===== src/rtl/rr_pkg.sv =====
// rtl/rr_pkg.sv - shared round-robin pick function, FIFO depth and count type
package rr_pkg;

  localparam int RR_MAX_W   = 32;
  localparam int FIFO_DEPTH = 2;

  typedef logic [1:0] fifo_count_t;

  // One-hot pick of the first req bit at or after rotl(last_onehot), wrapping within n bits.
  // The double-width subtract clears exactly the lowest req bit at or above start.
  function automatic logic [RR_MAX_W-1:0] rr_pick(
    input logic [RR_MAX_W-1:0] req,
    input logic [RR_MAX_W-1:0] last_onehot,
    input int unsigned         n
  );
    logic [RR_MAX_W-1:0]   mask;
    logic [RR_MAX_W-1:0]   start;
    logic [2*RR_MAX_W-1:0] dbl;
    logic [2*RR_MAX_W-1:0] diff;
    logic [2*RR_MAX_W-1:0] hit;
    mask  = (n >= RR_MAX_W) ? '1 : ((RR_MAX_W'(1) << n) - RR_MAX_W'(1));
    start = ((last_onehot << 1) | (last_onehot >> (n - 1))) & mask;
    dbl   = {RR_MAX_W'(0), req & mask} | ({RR_MAX_W'(0), req & mask} << n);
    diff  = dbl - {RR_MAX_W'(0), start};
    hit   = dbl & ~diff;
    return (hit[RR_MAX_W-1:0] | RR_MAX_W'(hit >> n)) & mask;
  endfunction

endpackage


===== src/rtl/rr_dispatch_fifo.sv =====
// rtl/rr_dispatch_fifo.sv - 2-entry input FIFO with registered count and registered push_ready
module rr_dispatch_fifo
  import rr_pkg::*;
#(
  parameter int DW = 8
) (
  input  logic          clk,
  input  logic          rst_n,
  input  logic          push_valid,
  output logic          push_ready,
  input  logic [DW-1:0] push_data,
  input  logic          pop,
  output logic [DW-1:0] head_data,
  output logic          not_empty
);

  logic [DW-1:0] mem [FIFO_DEPTH];
  logic          wr_ptr;
  logic          rd_ptr;
  fifo_count_t   count;
  fifo_count_t   count_next;
  logic          push;

  assign push = push_valid & push_ready;

  always_comb begin
    count_next = count;
    if (push && !pop) begin
      count_next = count + fifo_count_t'(1);
    end else if (pop && !push) begin
      count_next = count - fifo_count_t'(1);
    end
  end

  // push_ready is kept as its own flop so it never depends on this cycle's inputs.
  always_ff @(posedge clk or negedge rst_n) begin
    if (!rst_n) begin
      count      <= '0;
      wr_ptr     <= 1'b0;
      rd_ptr     <= 1'b0;
      push_ready <= 1'b1;
    end else begin
      count      <= count_next;
      push_ready <= (count_next != fifo_count_t'(FIFO_DEPTH));
      if (push) wr_ptr <= ~wr_ptr;
      if (pop)  rd_ptr <= ~rd_ptr;
    end
  end

  always_ff @(posedge clk) begin
    if (push) mem[wr_ptr] <= push_data;
  end

  assign head_data = mem[rd_ptr];
  assign not_empty = (count != '0);

endmodule


===== src/rtl/round_robin_dispatch.sv =====
// rtl/round_robin_dispatch.sv - one-to-WIDTH rotating work dispatcher with per-channel slots
// RR_DISPATCH_STRICT_EN: strict rotation (stall on a busy channel instead of skipping it).
module round_robin_dispatch
  import rr_pkg::*;
#(
  parameter int WIDTH = 4,
  parameter int DW    = 8
) (
  input  logic                clk,
  input  logic                rst_n,
  input  logic                in_valid,
  output logic                in_ready,
  input  logic [DW-1:0]       in_data,
  output logic [WIDTH-1:0]    out_valid,
  input  logic [WIDTH-1:0]    out_ready,
  output logic [WIDTH*DW-1:0] out_data,
  output logic [WIDTH-1:0]    dispatch_onehot
);

  logic [WIDTH-1:0] last_served;
  logic [WIDTH-1:0] elig;
  logic [WIDTH-1:0] pick;
  logic [DW-1:0]    head_data;
  logic             fifo_not_empty;
  logic             dispatch;

  rr_dispatch_fifo #(.DW(DW)) u_fifo (
    .clk        (clk),
    .rst_n      (rst_n),
    .push_valid (in_valid),
    .push_ready (in_ready),
    .push_data  (in_data),
    .pop        (dispatch),
    .head_data  (head_data),
    .not_empty  (fifo_not_empty)
  );

  // A slot draining this cycle can be refilled at the same edge.
  assign elig = ~out_valid | out_ready;

`ifdef RR_DISPATCH_STRICT_EN
  logic [WIDTH-1:0] start;
  assign start = {last_served[WIDTH-2:0], last_served[WIDTH-1]};
  assign pick  = start & elig;
`else
  logic [RR_MAX_W-1:0] pick_wide;
  logic                unused_pick_hi;
  assign pick_wide      = rr_pick(RR_MAX_W'(elig), RR_MAX_W'(last_served), WIDTH);
  assign pick           = pick_wide[WIDTH-1:0];
  assign unused_pick_hi = ^pick_wide[RR_MAX_W-1:WIDTH];
`endif

  assign dispatch        = fifo_not_empty & (|pick);
  assign dispatch_onehot = dispatch ? pick : '0;

  always_ff @(posedge clk or negedge rst_n) begin
    if (!rst_n) begin
      out_valid   <= '0;
      out_data    <= '0;
      last_served <= WIDTH'(1) << (WIDTH - 1);
    end else begin
      for (int i = 0; i < WIDTH; i++) begin
        if (dispatch_onehot[i]) begin
          out_valid[i]           <= 1'b1;
          out_data[i*DW +: DW]   <= head_data;
        end else if (out_ready[i]) begin
          out_valid[i]           <= 1'b0;
        end
      end
      if (dispatch) last_served <= pick;
    end
  end

endmodule


===== config.mk =====
export PLATFORM = sky130hd
export DESIGN_NAME = round_robin_dispatch
export DESIGN_NICKNAME = d
export VERILOG_FILES = /design/src/rtl/rr_pkg.sv /design/src/rtl/rr_dispatch_fifo.sv /design/src/rtl/round_robin_dispatch.sv
export SDC_FILE = /design/constraint.sdc
export NUM_CORES = 1
export LEC_CHECK = 0
export CAP_MARGIN = 20
export CORE_UTILIZATION = 40
export CTS_BUF_LIST = sky130_fd_sc_hd__clkbuf_4 sky130_fd_sc_hd__clkbuf_8
export DETAILED_ROUTE_END_ITERATION = 10
export PLACE_DENSITY = 0.65
export SLEW_MARGIN = 20
export SYNTH_ARGS = -nofsm -noshare
export SYNTH_HDL_FRONTEND = slang
export SYNTH_SLANG_ARGS = --single-unit
export TNS_END_PERCENT = 5

===== constraint.sdc =====
create_clock -name clk -period 4.1 [get_ports clk]
set_input_delay 0.82 -clock clk [delete_from_list [all_inputs] [get_ports clk]]
set_output_delay 0.82 -clock clk [all_outputs]
set_load 0.005 [all_outputs]

# Word-level counts from Yosys, hierarchy flattened
# Memory sizes are Yosys's and may differ from the RTL's.
# Index checks and enable logic that the tools add are counted.
[totals]
reg_bits = 45
in_bits = 15
mem_count = 1
wordCells = 52
output_inout_bits = 41
mem_bits_rw = 16
[op_classes]
bitwise = 11
add_sub_neg = 3
mux = 13
n_reduce_logical = 10
n_eq_ne = 1
[memory_table]
columns = ["memory", "words", "word_bits", "rd", "rd_clocked_by_memory_dff", "wr", "line_no", "source"]
rows = [
  ["u_fifo.mem", 2, 8, 1, 0, 1, "rr_dispatch_fifo.sv:17", "logic [DW-1:0] mem [FIFO_DEPTH];"],
]
[op_table]
columns = ["cell", "n"]
rows = [
  ["two-way mux 1 bit", 10],
  ["nonzero test 2 bit", 5],
  ["bitwise AND 8 bit", 1],
  ["NOT 8 bit", 1],
  ["bitwise OR 4 bit", 2],
  ["bitwise OR 4 x 8 -> 8 bit", 1],
  ["subtractor 8 x 4 -> 8 bit", 1],
  ["two-way mux 2 bit", 2],
  ["two-way mux 4 bit", 1],
  ["NOT 4 bit", 1],
  ["bitwise OR 4 x 1 -> 4 bit", 1],
  ["OR reduction 4 bit", 1],
  ["adder 2 x 1 -> 2 bit, second input constant", 1],
  ["bitwise AND 1 bit", 2],
  ["logical AND 1 bit", 2],
  ["logical NOT 1 bit", 2],
  ["!= test 2 bit, second input constant", 1],
  ["NOT 1 bit", 2],
  ["subtractor 2 x 1 -> 2 bit, second input constant", 1],
]

# Logic depth before layout (Yosys ltp)
# Gate-level depths: netlist of run 1.
[logic_depth]
ltp_word = 13
depth_mapped = 11
depth_no_buf = 10

# Modules after synthesis
# A second synthesis of run 1 with hierarchy kept.
[unflattened]
cells_unflattened = 196
area_unflattened_um2 = 2798.9
[by_module_without_submodules]
columns = ["module", "area_per_inst_um2", "instances", "cells_per_inst", "seq_area_each_um2"]
rows = [
  ["round_robin_dispatch", 1943.1, 1, 144, 1002.2],
  ["rr_dispatch_fifo", 855.8, 1, 52, 606.8],
]

# Worst setup path before layout of run 1
# No wires, ideal clock.
[synth_timing]
path_kind = "in2out"
startpoint = "input out_ready[1]"
endpoint = "output dispatch_onehot[1]"
path_stages = 9
required_time_ps = 3280
t_arrival_ps = 2782
slack_ps = 498
n_path_buf = 1
cell_sequence = "nor2b_1 -> inv_2 -> ha_1 -> or2_1 -> nand2_1 -> maj3_1 -> a221oi_2 -> nor2_1 -> buf_2"
[synth_between]
elab_chain_cells = 9
[synth_rtl]
columns = ["item", "line_no", "source"]
rows = [
  ["from (decl)", "round_robin_dispatch.sv:15", "input logic [WIDTH-1:0] out_ready,"],
  ["bitwise OR 4 bit (*)", "round_robin_dispatch.sv:39", "assign elig = ~out_valid | out_ready;"],
  ["bitwise OR 4 x 8 -> 8 bit (*)", "rr_pkg.sv:23", "dbl = {RR_MAX_W'(0), req & mask} | ({RR_MAX_W'(0), req & mask} << n);"],
  ["subtractor 8 x 4 -> 8 bit", "rr_pkg.sv:24", "diff = dbl - {RR_MAX_W'(0), start};"],
  ["NOT 8 bit", "rr_pkg.sv:25", "hit = dbl & ~diff;"],
  ["bitwise AND 8 bit (*)", "rr_pkg.sv:25", ""],
  ["bitwise OR 4 bit (*)", "rr_pkg.sv:26", "return (hit[RR_MAX_W-1:0] | RR_MAX_W'(hit >> n)) & mask;"],
  ["OR reduction 4 bit", "round_robin_dispatch.sv:53", "assign dispatch = fifo_not_empty & (|pick);"],
  ["bitwise AND 1 bit", "round_robin_dispatch.sv:53", ""],
  ["two-way mux 4 bit (*)", "round_robin_dispatch.sv:54", "assign dispatch_onehot = dispatch ? pick : '0;"],
  ["to (decl)", "round_robin_dispatch.sv:17", "output logic [WIDTH-1:0] dispatch_onehot"],
]
# Mark *: on every way between the ends. The rest lies on a longest branch, timed or not.

# Final worst setup path of run 1
[layout_timing]
startpoint = "input out_ready[3]"
endpoint = "output dispatch_onehot[2]"
# Same word-level chain as after synthesis.

==> results of run 1 <==
==> final timing paths <==
check / slack, ns / depth (start not counted) / end / start
max: 0.11 / 7 / dispatch_onehot[2] / out_ready[3]
min: 0.48 / 1 / u_fifo.count[1]$_DFF_PN0_ / rst_n
max reg2reg: 1.45 / 10 / u_fifo.count[1]$_DFF_PN0_ / out_valid[1]$_DFFE_PN0P_
min reg2reg: 0.49 / 1 / last_served[2]$_DFFE_PN0N_ / last_served[2]$_DFFE_PN0N_
max in group asynchronous: 3.23 / 1 / out_data[0]$_DFFE_PN0P_ / rst_n
min in group clk: 0.49 / 1 / last_served[2]$_DFFE_PN0N_ / last_served[2]$_DFFE_PN0N_
==> cells in the final DEF (no fill, tap or decap), types with 2 or more instances in the layout <==
master,n
clkinvlp_4,2
nor3_2,2
a211oi_1,2
dfrtp_1,43
buf_4,10
edfxtp_1,16
inv_2,2
nor3_1,3
o211ai_1,3
o21ai_0,3
o31a_1,2
o21ai_1,2
ha_1,3
nand2_1,11
xnor2_1,4
or2_1,3
and3_1,2
o22ai_1,2
clkbuf_8,9
nand2b_1,2
clkdlybuf4s50_1,53
a21oi_1,35
inv_1,8
dfstp_2,2
mux2i_1,10
nor2_1,41
nor2b_1,2
==> per-stage QoR <==
step | setup TNS [ns] | area [µm²] | utilization, % | power (mW)
after floorplan | 0 | 2640 | - | 2.05
after global placement | 0 | 3290 | 51.8 | 2.77
after detailed placement | 0 | 3290 | 51.8 | 2.80
after CTS | 0 | 3480 | 54.8 | 3.34
after global routing | -0.0166 | 3490 | 55.0 | 3.57
final | 0 | 3490 | 55.0 | 3.31
==> synthesized netlist by cell type, types with 2 or more instances <==
library cell,instances
dfrtp_1,43
nor2_1,41
a21oi_1,35
edfxtp_1,16
nand2_1,11
mux2i_1,10
inv_1,8
buf_2,7
clkbuf_1,5
nor3_1,4
xnor2_1,4
ha_1,3
nor2b_1,3
o211ai_1,3
o21ai_0,3
or2_1,3
a211oi_1,2
and3_1,2
buf_1,2
dfstp_2,2
inv_2,2
nand2b_1,2
o21ai_1,2
o22ai_1,2
o31a_1,2
==> sequential cells by signal, summed over array words and instances, names as in the netlist <==
name and cells:
u_fifo.count 2, u_fifo.rd_ptr 1, last_served 4, u_fifo.mem 16, u_fifo.push_ready 1, u_fifo.wr_ptr 1
out_valid 4, out_data 32
==> report_power, final <==
group          internal, mW  total [mW]  switching (mW)
clock network         0.286       0.521           0.235
registers             0.910        1.08           0.170
logic                 0.856        1.71           0.852
==> worst max-delay path: stages <==
cell and delay [ns]:
clkdlybuf4s50_1 0.38, nand2b_1 0.19, ha_1 0.24, or3b_4 0.45, o31a_1 0.31, nor4_4 0.24, clkdlybuf4s50_1 0.54
==> what timing repair did <==
action,4_1_cts,5_1_grt
endpoints found under the hold margin,0,0
gates resized for setup,0,3
endpoints found under the setup margin,0,3
==> metal layers <==
metal | wire (µm) | GRT usage [%]
met1 | 2590 | 24.2
met2 | 2670 | 28.4
met3 | 321 | 5.57
met4 | 34 | 4.86
met5 | 0 | 0
==> cell type report <==
class | count | area share (%)
Clock buffer | 10 | 3.76
Clock inverter | 6 | 1.79
Inverter | 10 | 1.07
Multi-Input combinational cell | 153 | 26.8
Sequential cell | 61 | 46.1
Tap cell | 77 | 2.76
Timing Repair Buffer | 64 | 17.7
==> cell families after synthesis <==
kind of cell	synth area share, %
buf+inv	3.75
flops	61.1
fa+ha+maj	2.56
mux	3.80
compound gates	13.7
xor+xnor	1.33
simple gates	13.8
==> results.sh, run 1 <==
export IMPL_cts_sinks=61
export IMPL_peakVddDrop_mv=0.451
export IMPL_path_max_fanout=7
export IMPL_pre_cts_slack_ns=0.0553
export IMPL_drc_errors=0
export IMPL_status="complete, no violations"
export IMPL_grt_pass1_vias=1929
export IMPL_crit_path_start_kind="primary input"
export IMPL_synth_edff_count=16
export IMPL_p_per_area_nw_per_um2=948
export IMPL_drt_iter0_drc=138
export IMPL_hold_slack_ns=0.476
export IMPL_port_buffers=55
export IMPL_period_share_pct=97.4
export IMPL_yosys_area_top_type="dfrtp_1"
export IMPL_clk_latency_ns=0.33
export IMPL_place_congestion=0.875
export IMPL_finalWorstSetupSlack_ns=0.106
export IMPL_num_vias=1961
export IMPL_synth_cell_types=46
export IMPL_regArea_um2=1610
export IMPL_grt_first_pass_wirelength_um=9610
export IMPL_rows=29
export IMPL_synth_area_leaders="dfrtp_1 (41%), edfxtp_1 (18%), a21oi_1 (6.6%), nor2_1 (5.8%), mux2i_1 (3.8%)"
export IMPL_yosys_warnings=0
export IMPL_drive_above_1_share_pct=11.5
export IMPL_fillers=539
export IMPL_cts_root_buf="clkbuf_8"
export IMPL_seq_area_frac_synth_pct=61.1
export IMPL_leakagePower_nw=1.44
export IMPL_finalNetCount=318
export IMPL_worstMarginPinSlew_ns=0.678
export IMPL_post_drt_wl_per_cell_um=14.7
export IMPL_htreeDepth=3
export IMPL_cp_required_ns=3.28
export IMPL_fmax_mhz=250
export IMPL_grt_max_degree=46
export IMPL_syn_inst=238
export IMPL_yosysTopAreaCellShare_pct=40.8
export IMPL_dieArea_um2=6920
export IMPL_die_w_um=83.2
export IMPL_cp_arrival_ns=3.17
export IMPL_clock_skew_ns=0.00893
export IMPL_antenna_found_initial=0
export IMPL_final_instance_count_excl_fill=381
export IMPL_track_usage_pct=18.0
export IMPL_overflow=0
export IMPL_critPathKind="in2out"
export IMPL_synth_ff_type="dfrtp_1"
export IMPL_drv_cap=0
export IMPL_hold_violations=0
export IMPL_cts_tree="done"
export IMPL_hold_buffers=0
export IMPL_yosys_register_bits=61
export IMPL_viasPerCell=5.15
export IMPL_ios=56
export IMPL_multi_input_area_um2=937
export IMPL_die_y_um=83.2
export IMPL_n_antenna_cell=0
export IMPL_avgSynthCellArea_um2=11.1
export IMPL_slew_headroom_pct=54.6
export IMPL_synth_area_um2=2640
export IMPL_post_cts_setup_buffers=0
export IMPL_hpwl_um=3980
export IMPL_crit_path_end_kind="output pin"
export IMPL_setup_viol=0
export IMPL_clockBufferDepth=2
export IMPL_core_area_um2=6350
export IMPL_areaGrowthSynthToFinish_pct=32.5
export IMPL_synthArstFlopShare_pct=73.8
export IMPL_hold_path_class="in2async"
export IMPL_place_inst=365
export IMPL_period_minus_slack_ns=3.99
export IMPL_start_util_pct=41.5
export IMPL_finalMaxSlewViolations=0
export IMPL_synth_fp_nets=257
export IMPL_wirelength_um=5620
export IMPL_cts_inserted_buffers=9
export IMPL_ant_nets=0
export IMPL_drtPass1Iterations=4
export IMPL_clk_pin_slew_worst_paths_ns=0.07
Power figures use the tool's default switching activity.
==> inputs of run 2 (changes only) <==
--- a/config.mk
+++ b/config.mk
@@ -6,6 +6,7 @@
 export NUM_CORES = 1
 export LEC_CHECK = 0
 export CAP_MARGIN = 20
+export CORE_ASPECT_RATIO = 1.75
 export CORE_UTILIZATION = 40
 export CTS_BUF_LIST = sky130_fd_sc_hd__clkbuf_4 sky130_fd_sc_hd__clkbuf_8
 export DETAILED_ROUTE_END_ITERATION = 10
==> results.sh, run 2 (synthesized netlist as in run 1, its figures left out) <==
export IMPL_final_instance_count_excl_fill=384
export IMPL_grt_first_pass_wirelength_um=9630
export IMPL_grt_max_degree=46
export IMPL_track_usage_pct=18.9
export IMPL_rsz0062_at_grt="no"
export IMPL_critPathKind="in2out"
export IMPL_peakVddDrop_mv=0.482
export IMPL_dieArea_um2=6930
export IMPL_place_congestion=0.892
export IMPL_stdcell_area_um2=3500
export IMPL_num_vias=1968
export IMPL_largest_reg_flops=32
export IMPL_port_buffers=55
export IMPL_crit_path_start_kind="primary input"
export IMPL_grt_use_met2_pct=30.9
export IMPL_crit_path_end_kind="output pin"
export IMPL_ant_nets=0
export IMPL_hold_buffers=0
export IMPL_die_w_um=63.4
export IMPL_dpl_cell_area_um2=3290
export IMPL_drt_iter0_drc=109
export IMPL_fmax_mhz=252
export IMPL_period_minus_slack_ns=3.97
export IMPL_regMostFlops="out_data"
export IMPL_n_antenna_cell=0
export IMPL_worstMarginPinSlew_ns=0.689
export IMPL_clk_pin_slew_worst_paths_ns=0.07
export IMPL_drtPass1Iterations=4
export IMPL_cts_inserted_buffers=9
export IMPL_clockBufferDepth=2
export IMPL_p_per_area_nw_per_um2=946
export IMPL_viasPerCell=5.13
export IMPL_grt_pass1_vias=1945
export IMPL_utilization_pct=55.7
export IMPL_cp_required_ns=3.28
export IMPL_crit_start="out_ready[3]"
export IMPL_layout_common_cells="clkdlybuf4s50_1 (53), dfrtp_1 (43), nor2_1 (41)"
export IMPL_leakagePower_nw=1.44
export IMPL_drive_above_1_share_pct=11.8
export IMPL_antenna_found_initial=0
export IMPL_wirelength_um=5870
export IMPL_core_area_um2=6280
export IMPL_drv_cap=0
export IMPL_cts_tree="done"
export IMPL_rows=38
export IMPL_status="complete, no violations"
export IMPL_final_common_cell="clkdlybuf4s50_1"
export IMPL_clock_skew_ns=0.00766
export IMPL_hold_slack_ns=0.469
export IMPL_drc_errors=0
export IMPL_cts_root_buf="clkbuf_8"
export IMPL_period_share_pct=96.7
export IMPL_r2r_start="out_valid[1]$_DFFE_PN0P_"
export IMPL_reg_top3="out_data x32, u_fifo.mem x16"
export IMPL_hpwl_um=4340
export IMPL_finalMaxSlewViolations=0
export IMPL_cp_arrival_ns=3.15
export IMPL_slew_headroom_pct=52.8
export IMPL_htreeDepth=3
export IMPL_setup_tns_ns=0
export IMPL_busiest_layer="met2"
export IMPL_path_max_fanout=7
export IMPL_start_util_pct=42.0
export IMPL_cts_sinks=61
export IMPL_ios=56
export IMPL_areaGrowthSynthToFinish_pct=32.7
export IMPL_grtUsageMet1_pct=21.7
export IMPL_clk_latency_ns=0.33
export IMPL_hold_violations=0
export IMPL_hold_path_class="in2async"
export IMPL_setup_viol=0
export IMPL_place_inst=368
export IMPL_finalNetCount=318
export IMPL_overflow=0
export IMPL_use_met3_pct=4.77
export IMPL_post_drt_wl_per_cell_um=15.3
export IMPL_die_y_um=109
## run 2: report_power, final
| part | internal [mW] | leakage [nW] | total (mW) | switching (mW) |
|---|---|---|---|---|
| clock | 0.286 | 0.0957 | 0.519 | 0.233 |
| sequential | 0.911 | 0.652 | 1.09 | 0.183 |
| combinational | 0.842 | 0.689 | 1.69 | 0.852 |
## run 2: repair_timing
item                                    CTS  global route
buffers inserted                          0             0
endpoints found under the setup margin    0             2
resized for setup                         0             3
## run 2: cell type report
type                            count  area (µm²)
Inverter                           10        37.5
Clock inverter                      6        63.8
Clock buffer                       10         131
Sequential cell                    61        1610
Timing Repair Buffer               64         618
Multi-Input combinational cell    153         937
Tap cell                           80         100
Fill cell                         578        2780
## run 2: worst paths after layout
kind / end / slack (ns) / cells after the start
max: dispatch_onehot[2] / 0.13 / 7
min: out_data[18]$_DFFE_PN0P_ / 0.47 / 1
max reg2reg: u_fifo.count[1]$_DFF_PN0_ / 1.33 / 10
min reg2reg: last_served[2]$_DFFE_PN0N_ / 0.48 / 1
max in group asynchronous: u_fifo.push_ready$_DFF_PN1_ / 3.23 / 1
min in group clk: last_served[2]$_DFFE_PN0N_ / 0.48 / 1
## run 2: layer usage
layer	up-vias	routed length, µm
met1	933	2360
met3	19	203
met5	-	0
met4	0	301
li1	960	-
met2	56	3010
## run 2: worst max-delay path, cell delays in order
cell	delay [ns]
clkdlybuf4s50_1	0.38
nand2b_1	0.16
ha_1	0.22
or3b_4	0.44
o31a_1	0.30
nor4_4	0.26
clkdlybuf4s50_1	0.55
## run 2: stage by stage
| step | total power, mW | setup WS [ns] |
|---|---|---|
| 2_1_floorplan | 2.05 | 0.498 |
| 5_1_grt | 3.56 | 0.0516 |
| 6_report | 3.31 | 0.134 |
| 3_5_place_dp | 2.81 | 0.0721 |
| 4_1_cts | 3.34 | 0.0469 |
| 3_3_place_gp | 2.77 | 0.0761 |
==> inputs of run 3 (changes only) <==
--- a/config.mk
+++ b/config.mk
@@ -15,4 +15,4 @@
 export SYNTH_ARGS = -nofsm -noshare
 export SYNTH_HDL_FRONTEND = slang
 export SYNTH_SLANG_ARGS = --single-unit
-export TNS_END_PERCENT = 5
+export TNS_END_PERCENT = 30
==> results of run 3 <==
No change in the layout: final DEF, timing and power equal those of run 2.
